==> config.mk <==
export PLATFORM = sky130hd
export DESIGN_NAME = instr_fetch_unit
export DESIGN_NICKNAME = d
export VERILOG_FILES = /design/src/rtl/gpu_pkg.sv /design/src/rtl/fetch_line_buffer.sv /design/src/rtl/instr_fetch_unit.sv
export SDC_FILE = /design/constraint.sdc
export NUM_CORES = 1
export LEC_CHECK = 0
export ABC_CLOCK_PERIOD_IN_PS = 1820
export CAP_MARGIN = 10
export CORE_ASPECT_RATIO = 0.6
export CORE_MARGIN = 8
export CORE_UTILIZATION = 48
export DETAILED_ROUTE_END_ITERATION = 16
export GPL_ROUTABILITY_DRIVEN = 0
export PLACE_DENSITY = 0.82
export SYNTH_ARGS = -nofsm -noshare
export SYNTH_HDL_FRONTEND = slang
export SYNTH_SLANG_ARGS = --single-unit
==> constraint.sdc <==
create_clock -name clk -period 1.82 [get_ports clk]
set_input_delay 0.364 -clock clk [delete_from_list [all_inputs] [get_ports clk]]
set_output_delay 0.364 -clock clk [all_outputs]
set_load 0.05 [all_outputs]
==> src/rtl/gpu_pkg.sv <==
// Shared core-scheduler and fetcher state encodings.
// The PC unit also imports core_state_t, so all eight core states live here.
package gpu_pkg;

  typedef enum logic [2:0] {
    CORE_IDLE    = 3'b000,
    CORE_FETCH   = 3'b001,
    CORE_DECODE  = 3'b010,
    CORE_REQUEST = 3'b011,
    CORE_WAIT    = 3'b100,
    CORE_EXECUTE = 3'b101,
    CORE_UPDATE  = 3'b110,
    CORE_DONE    = 3'b111
  } core_state_t;

  typedef enum logic [2:0] {
    FETCHER_IDLE     = 3'b000,
    FETCHER_FETCHING = 3'b001,
    FETCHER_FETCHED  = 3'b010
  } fetcher_state_t;

endpackage

==> src/rtl/fetch_line_buffer.sv <==
// One-entry last-fetch buffer: remembers the most recent memory fill so that
// re-fetching the same PC needs no memory round trip.
module fetch_line_buffer #(
  parameter int ADDR_BITS = 8,
  parameter int DATA_BITS = 16
) (
  input  logic                 clk,
  input  logic                 reset,
  input  logic                 enable,
  input  logic                 i_flush,
  input  logic                 i_fill,
  input  logic [ADDR_BITS-1:0] i_fill_addr,
  input  logic [DATA_BITS-1:0] i_fill_data,
  input  logic [ADDR_BITS-1:0] i_lookup_addr,
  output logic                 o_hit,
  output logic [DATA_BITS-1:0] o_data
);

  logic                 r_valid;
  logic [ADDR_BITS-1:0] r_addr;
  logic [DATA_BITS-1:0] r_data;

  // A fill beats a simultaneous flush: the returned word is fresh.
  always_ff @(posedge clk or negedge reset) begin
    if (!reset) begin
      r_valid <= 1'b0;
      r_addr  <= '0;
      r_data  <= '0;
    end else if (enable) begin
      if (i_fill) begin
        r_valid <= 1'b1;
        r_addr  <= i_fill_addr;
        r_data  <= i_fill_data;
      end else if (i_flush) begin
        r_valid <= 1'b0;
      end
    end
  end

  assign o_hit  = r_valid && (r_addr == i_lookup_addr);
  assign o_data = r_data;

endmodule

==> src/rtl/instr_fetch_unit.sv <==
// Per-core instruction fetcher: reads program memory at current_pc over a
// valid/ready channel, or serves a repeat fetch from the last-fetch buffer.
module instr_fetch_unit
  import gpu_pkg::*;
#(
  parameter int PROGRAM_MEM_ADDR_BITS = 8,
  parameter int PROGRAM_MEM_DATA_BITS = 16
) (
  input  logic                             clk,
  input  logic                             reset,
  input  logic                             enable,
  input  logic [2:0]                       core_state,
  input  logic [PROGRAM_MEM_ADDR_BITS-1:0] current_pc,
  input  logic                             flush,
  output logic                             mem_read_valid,
  output logic [PROGRAM_MEM_ADDR_BITS-1:0] mem_read_address,
  input  logic                             mem_read_ready,
  input  logic [PROGRAM_MEM_DATA_BITS-1:0] mem_read_data,
  output logic [2:0]                       fetcher_state,
  output logic [PROGRAM_MEM_DATA_BITS-1:0] instruction,
  output logic                             fetch_hit
);

  fetcher_state_t                   r_state, w_state_nxt;
  logic                             r_mem_valid, w_mem_valid_nxt;
  logic [PROGRAM_MEM_ADDR_BITS-1:0] r_mem_addr, w_mem_addr_nxt;
  logic [PROGRAM_MEM_DATA_BITS-1:0] r_instr, w_instr_nxt;
  logic                             r_hit, w_hit_nxt;
  logic                             w_fill;
  logic                             w_buf_hit;
  logic [PROGRAM_MEM_DATA_BITS-1:0] w_buf_data;

  fetch_line_buffer #(
    .ADDR_BITS(PROGRAM_MEM_ADDR_BITS),
    .DATA_BITS(PROGRAM_MEM_DATA_BITS)
  ) u_line_buffer (
    .clk          (clk),
    .reset        (reset),
    .enable       (enable),
    .i_flush      (flush),
    .i_fill       (w_fill),
    .i_fill_addr  (r_mem_addr),
    .i_fill_data  (mem_read_data),
    .i_lookup_addr(current_pc),
    .o_hit        (w_buf_hit),
    .o_data       (w_buf_data)
  );

  always_ff @(posedge clk or negedge reset) begin
    if (!reset) begin
      r_state     <= FETCHER_IDLE;
      r_mem_valid <= 1'b0;
      r_mem_addr  <= '0;
      r_instr     <= '0;
      r_hit       <= 1'b0;
    end else begin
      r_state     <= w_state_nxt;
      r_mem_valid <= w_mem_valid_nxt;
      r_mem_addr  <= w_mem_addr_nxt;
      r_instr     <= w_instr_nxt;
      r_hit       <= w_hit_nxt;
    end
  end

  // fetch_hit is a pulse, so it defaults low rather than holding.
  always_comb begin
    w_state_nxt     = r_state;
    w_mem_valid_nxt = r_mem_valid;
    w_mem_addr_nxt  = r_mem_addr;
    w_instr_nxt     = r_instr;
    w_hit_nxt       = 1'b0;
    w_fill          = 1'b0;
    if (enable) begin
      case (r_state)
        FETCHER_IDLE: begin
          if (core_state == CORE_FETCH) begin
            if (w_buf_hit && !flush) begin
              w_instr_nxt = w_buf_data;
              w_hit_nxt   = 1'b1;
              w_state_nxt = FETCHER_FETCHED;
            end else begin
              w_mem_valid_nxt = 1'b1;
              w_mem_addr_nxt  = current_pc;
              w_state_nxt     = FETCHER_FETCHING;
            end
          end
        end
        FETCHER_FETCHING: begin
          if (mem_read_ready) begin
            w_mem_valid_nxt = 1'b0;
            w_instr_nxt     = mem_read_data;
            w_fill          = 1'b1;
            w_state_nxt     = FETCHER_FETCHED;
          end
        end
        FETCHER_FETCHED: begin
          if (core_state == CORE_DECODE) w_state_nxt = FETCHER_IDLE;
        end
        default: w_state_nxt = FETCHER_IDLE;
      endcase
    end
  end

  assign mem_read_valid   = r_mem_valid;
  assign mem_read_address = r_mem_addr;
  assign fetcher_state    = r_state;
  assign instruction      = r_instr;
  assign fetch_hit        = r_hit;

endmodule
**Word level (Yosys, flattened, before mapping)**

Cells that the tools add are included.

- Bitwise logic cells: 1
- Mux-type cells: 22
- Reductions and logical operators: 12
- Equal/unequal tests: 10

Operators by type and width:

| kind | count |
|---|---|
| 16-bit 2-to-1 mux | 3 |
| 16-bit case mux with 2 select lines | 1 |
| 1-bit 2-to-1 mux | 12 |
| 2-bit inequality test (second input constant) | 5 |
| 5-bit AND reduction | 2 |
| 3-bit 2-to-1 mux | 3 |
| 3-bit case mux with 3 select lines | 1 |
| 8-bit equality test | 1 |
| 4-bit AND reduction | 2 |
| 3-bit by 1-bit equality test with 1-bit output (second input constant) | 2 |
| 3-bit by 2-bit equality test with 1-bit output (second input constant) | 2 |
| 2-bit AND reduction | 2 |
| 2-bit nonzero test | 2 |
| 3-bit zero test | 1 |
| 1-bit logical AND | 2 |
| 2-bit 2-to-1 mux | 1 |
| 1-bit case mux with 2 select lines | 1 |
| 1-bit zero test | 1 |
| 1-bit inverter | 1 |

- Logic and storage cells: 53
- Input port bits: 32
- Register bits: 54

**Depth between registers and ports, before layout**

- Depth after elaboration: 7
- Mapped depth: 6

**Modules after synthesis**

Synthesis repeated with hierarchy kept, for this count alone.

- Cell total of the unflattened synthesis: 158
- Area, all modules: 2483.6 um^2

Modules (own cells, without submodules):

| module | instances | cells each | area each (um^2) |
|---|---|---|---|
| instr_fetch_unit | 1 | 91 | 1386.3 |
| fetch_line_buffer | 1 | 67 | 1097.3 |

**Worst setup path before layout**

OpenSTA, ideal clock, no wires.

- Path kind: flip-flop to flip-flop
- Start: register r_state[0] (netlist: fetcher_state[0])
- End: register r_instr[10] (netlist: instruction[10])
- Cell stages (with the launch flop): 6
- Library setup time: 0.119 ns
- Period minus slack after synthesis: 1.800 ns
- Slack: 0.020 ns
- Arrival time: 1.681 ns
- Cell sequence: dfrtp_1 -> nor3_1 -> nand4_2 -> buf_6 -> o22a_2 -> o21a_1

- Longest elaborated chain between the ends: 3
- Elaborated cells between the ends (all ways): 8
- Those cells by class: eq/ne (4); mux (1); reduce/logical (3)

RTL lines:

| item | RTL line | RTL |
|---|---|---|
| start: declaration | instr_fetch_unit.sv:24 | `fetcher_state_t r_state, w_state_nxt;` |
| start signal: assignment | instr_fetch_unit.sv:57 | `r_state <= w_state_nxt;` |
| 3-bit by 1-bit equality test with 1-bit output / 3-bit zero test (equally long branches) | instr_fetch_unit.sv:74 | `case (r_state)` |
| 2-bit inequality test (no source line) / 2-bit nonzero test (equally long branches) | -- |  |
| 5-bit AND reduction (no source line) | -- |  |
| end signal: assignment | instr_fetch_unit.sv:60 | `r_instr <= w_instr_nxt;` |
| end: declaration | instr_fetch_unit.sv:27 | `logic [PROGRAM_MEM_DATA_BITS-1:0] r_instr, w_instr_nxt;` |

Several ways; a longest one is shown, not always the timed one.
A chain may end at the register's enable or synchronous reset.

**Worst setup path in the final report**

- Start: input current_pc[1]
- End: register r_instr[11] (netlist: instruction[11])

- Longest elaborated chain between the ends: 5

RTL lines:

| item | RTL line | RTL |
|---|---|---|
| start: declaration | instr_fetch_unit.sv:13 | `input logic [PROGRAM_MEM_ADDR_BITS-1:0] current_pc,` |
| 8-bit equality test | fetch_line_buffer.sv:40 | `assign o_hit = r_valid && (r_addr == i_lookup_addr);` |
| 1-bit logical AND | fetch_line_buffer.sv:40 |  |
| 1-bit logical AND | instr_fetch_unit.sv:77 | `if (w_buf_hit && !flush) begin` |
| 2-bit inequality test (no source line) | -- |  |
| 5-bit AND reduction (no source line) | -- |  |

No other way between the ends.

==> flow_summary.rst <==
.. list-table::
   :header-rows: 1

   * - Metric
     - Value
   * - Type of the setup path with the least slack
     - input pin to flop
   * - Post-DP HPWL
     - 3.903 mm
   * - Worst Reg-to-Reg Cells
     - 8
   * - Per-instance average area after synthesis
     - 10.95 sq um
   * - Leakage power
     - 1.587 nW
   * - Number of endpoints with negative hold slack in the final report
     - 0
   * - Final TNS setup
     - -0.1444 ns
   * - Clock transition at path regs
     - approximately 0.10 ns
   * - Overall power
     - about 5.5 mW
   * - Initial Util
     - 49.67%
   * - Worst min path class
     - input pin to asynchronous set/reset pin
   * - CTS max path bufs
     - 2
   * - Minimum hold slack
     - about 0.012 ns
   * - Required time reported for the critical path endpoint
     - around 2 ns
   * - CTS tree
     - built
   * - Diode count
     - 0
   * - Largest net degree at the start of global routing
     - 34
   * - CTS buffer count
     - 5
   * - Fill cell instance count of the final layout
     - between 300 and 400
   * - Hold_buf cts
     - 0
   * - Average vias per placed instance
     - slightly above 5
   * - PD cells
     - roughly 1700 nW/um^2
   * - Cell Area, Synth
     - roughly 2300 sq um
   * - Max-capacitance violation count
     - 0
   * - Unrepaired setup endpoints after global routing
     - yes
   * - Detailed Routing Iterations Pass 1
     - 4
   * - Cell chain of the critical path
     - clkdlybuf4s50_1 > xor2_1 > nor3_2 > nand4_4 > buf_4 > clkbuf_16 > o22a_2 > o21a_1
   * - Die boundary height
     - just under 70 microns
   * - Worst skew pair latency
     - slightly above 0.3 ns
   * - Transition time of the tightest slew-check pin
     - 0.5049 ns
   * - Run status
     - finished, violations left
   * - Synthesized instance count
     - 207
   * - Dpl ws
     - -0.4481 ns
   * - Wire length of the first global-routing pass
     - 9.584 mm
   * - Root buffer selected by CTS
     - clkbuf_8
   * - Largest fanout of any net on the critical path
     - 4
   * - DR vias
     - approximately 1800
   * - Min Tclk post-route
     - 1.855 ns
   * - Wirelength per Cell
     - about 17 microns
   * - Endpoint of the worst-slack reg-to-reg timing path
     - instruction[11]$_DFFE_PN0P_
   * - Post-layout worst setup margin
     - -0.03516 ns
   * - DRC violations left
     - 0
   * - Number of port buffers
     - 59
   * - Largest vdd supply drop
     - roughly 1.0 mV
   * - Final critical-path share of the clock period
     - 101.9%
   * - Count of state elements after synthesis
     - 53
   * - Total clock sinks
     - 53
   * - Synthesis warning total
     - 0
   * - Std-Cell Core Area
     - between 4000 and 5000 sq um
   * - Number of H-tree branching levels
     - 2
   * - Share of layout cells above drive strength 1
     - between 30% and 40%
   * - Std cell rows
     - 19
   * - Slowest CP cell
     - clkdlybuf4s50_1
   * - Reg-to-reg critical path startpoint
     - u_line_buffer.r_addr[2]$_DFFE_PN0P_
   * - Initial drt markers
     - 52
   * - Final-stage net count
     - 319
   * - Die Outline Area
     - 7251 sq um
   * - Number of unique standard cell types used by synthesis
     - 27
   * - Die W
     - roughly 100 microns
   * - Antenna violations before repair
     - 0
   * - Max-slew headroom
     - roughly two thirds
   * - Max-slew violation total from the final report
     - 0
   * - Number of global-route vias before repair
     - roughly 1900
   * - Total routing resource utilization after global routing
     - between 10% and 20%
   * - Data arrival, critical path
     - just over 2 ns
   * - Total Routed Length
     - between 5 and 6 mm
   * - Largest stage delay on the critical path
     - between 0.4 and 0.5 ns
   * - Highest clock rate
     - between 0.5 and 0.6 GHz
   * - Violations in the final reports
     - setup timing
   * - Count of endpoints failing setup in the final report
     - 13
   * - Setup slack, reg-to-reg
     - -0.03 ns
   * - Synth-to-layout area growth
     - 44.54%
   * - Gr ovfl total
     - 0
   * - I/O Pins
     - slightly above 60
   * - Net Count, Synth
     - 239
   * - Number of nets with antenna violations after routing
     - 0
   * - Startpoint types
     - input pin
   * - Setup skew after layout
     - slightly below 0.01 ns
   * - Fraction of the yosys area taken by sequential cells
     - ~58%
   * - CP Capture Type
     - flop
[how the worst max path moves through the flow]
stage                                   startpoint  depth (start not counted)                          end
2_1_floorplan         fetcher_state[0]$_DFFE_PN0P_                          5  instruction[10]$_DFFE_PN0P_
3_3_place_gp                         current_pc[3]                          7   mem_read_valid$_DFFE_PN0P_
3_5_place_dp                         current_pc[1]                          7   mem_read_valid$_DFFE_PN0P_
4_1_cts        u_line_buffer.r_addr[2]$_DFFE_PN0P_                          7  instruction[15]$_DFFE_PN0P_
5_1_grt        u_line_buffer.r_addr[2]$_DFFE_PN0P_                          8  instruction[11]$_DFFE_PN0P_
6_report                             current_pc[1]                          8  instruction[11]$_DFFE_PN0P_
[Yosys cell counts, drive strengths merged]
cell type	number	share of area [%]
nor4	1	0.94
and2	1	0.28
and4b	1	0.44
a21o	4	1.3
nand2	74	12
nand2b	1	0.28
xor2	8	3.1
nand4b	1	0.39
clkbuf	7	1.2
nand4bb	1	0.50
conb	1	0.17
nand4	1	0.55
nand3	1	0.22
nor3b	1	0.33
mux2	8	4.0
nor3	2	0.44
nor2	1	0.17
inv	1	0.17
o32ai	1	0.39
buf	4	1.7
dfrtp	53	58
o21ai	2	0.44
o21a	16	5.3
o22a	16	7.0
[power breakdown]
group	total, mW	switching (mW)	internal (mW)
logic	2.55	1.64	0.910
clock network	0.829	0.382	0.447
registers	2.12	0.381	1.74
total	5.49	2.40	3.10
[layout by cell type, fill, tap and decap left out, types with 4 or more instances in the layout]
master           netlist  routed
nand2_1               73      73
dfrtp_1               53      53
buf_4                  2      42
clkdlybuf4s50_1        0      24
o21a_1                16      16
o22a_2                14      14
mux2_2                 8       8
clkbuf_8               0       6
dlygate4sd2_1          0       6
xor2_1                 8       5
a21o_1                 4       4
buf_12                 0       4
[repair_timing]
action | in CTS | in global routing
gates cloned | 2 | 2
setup buffers | 2 | 4
pin swaps | 3 | 0
setup endpoints to repair | 27 | 26
gates resized for setup | 17 | 5
[sequential cells by signal, indices dropped and copies added, names as in the netlist]
register,cells
mem_read_valid,1
u_line_buffer.r_addr,8
instruction,16
fetcher_state,2
fetch_hit,1
u_line_buffer.o_data,16
u_line_buffer.r_valid,1
mem_read_address,8
[per-stage QoR]
step                      util, %  cell area, sq um  std cells
after floorplan                 -              2267        207
after global placement      65.46              2988        335
after detailed placement    65.46              2988        335
after CTS                   70.83              3233        347
after global routing        71.79              3277        351
final                       71.79              3277        351
[cells by family (layout without fill, tap and decap cells)]
kind of cell,count (synthesis),after routing,synth area share [%]
simple gates,86,86,16.89
flops,53,53,58.50
compound gates,39,39,14.40
buf+inv,12,93,2.980
xor+xnor,8,8,3.091
mux,8,8,3.974
other cells,1,1,0.1654
[layer usage]
| metal | vias up | track usage [%] | wire (microns) |
|---|---|---|---|
| met5 | - | 0 | 0 |
| met3 | 8 | 6.679 | 426 |
| met4 | 0 | 3.616 | 44 |
| met2 | 54 | 23.71 | 2542 |
| li1 | 857 | - | - |
| met1 | 861 | 21.55 | 2789 |
[worst max-delay path, delay by kind of cell]
kind | cells | cell delay (ns)
AO/OA/AOI/OAI | 2 | 0.30
XOR/XNOR | 1 | 0.19
buffers and inverters | 3 | 0.76
AND/OR/NAND/NOR | 2 | 0.44
[layout make-up]
class	instances	area [sq um]	area share (%)
sequential	53	1326	40.47
multi-input combinational	142	928.4	28.33
timing repair buffer	84	819.5	25.01
clock buffer	6	82.58	2.520
tap	63	78.83	2.406
clock inverter	2	37.54	1.145
inverter	1	3.754	0.1145
Power figures use the tool's default switching activity.
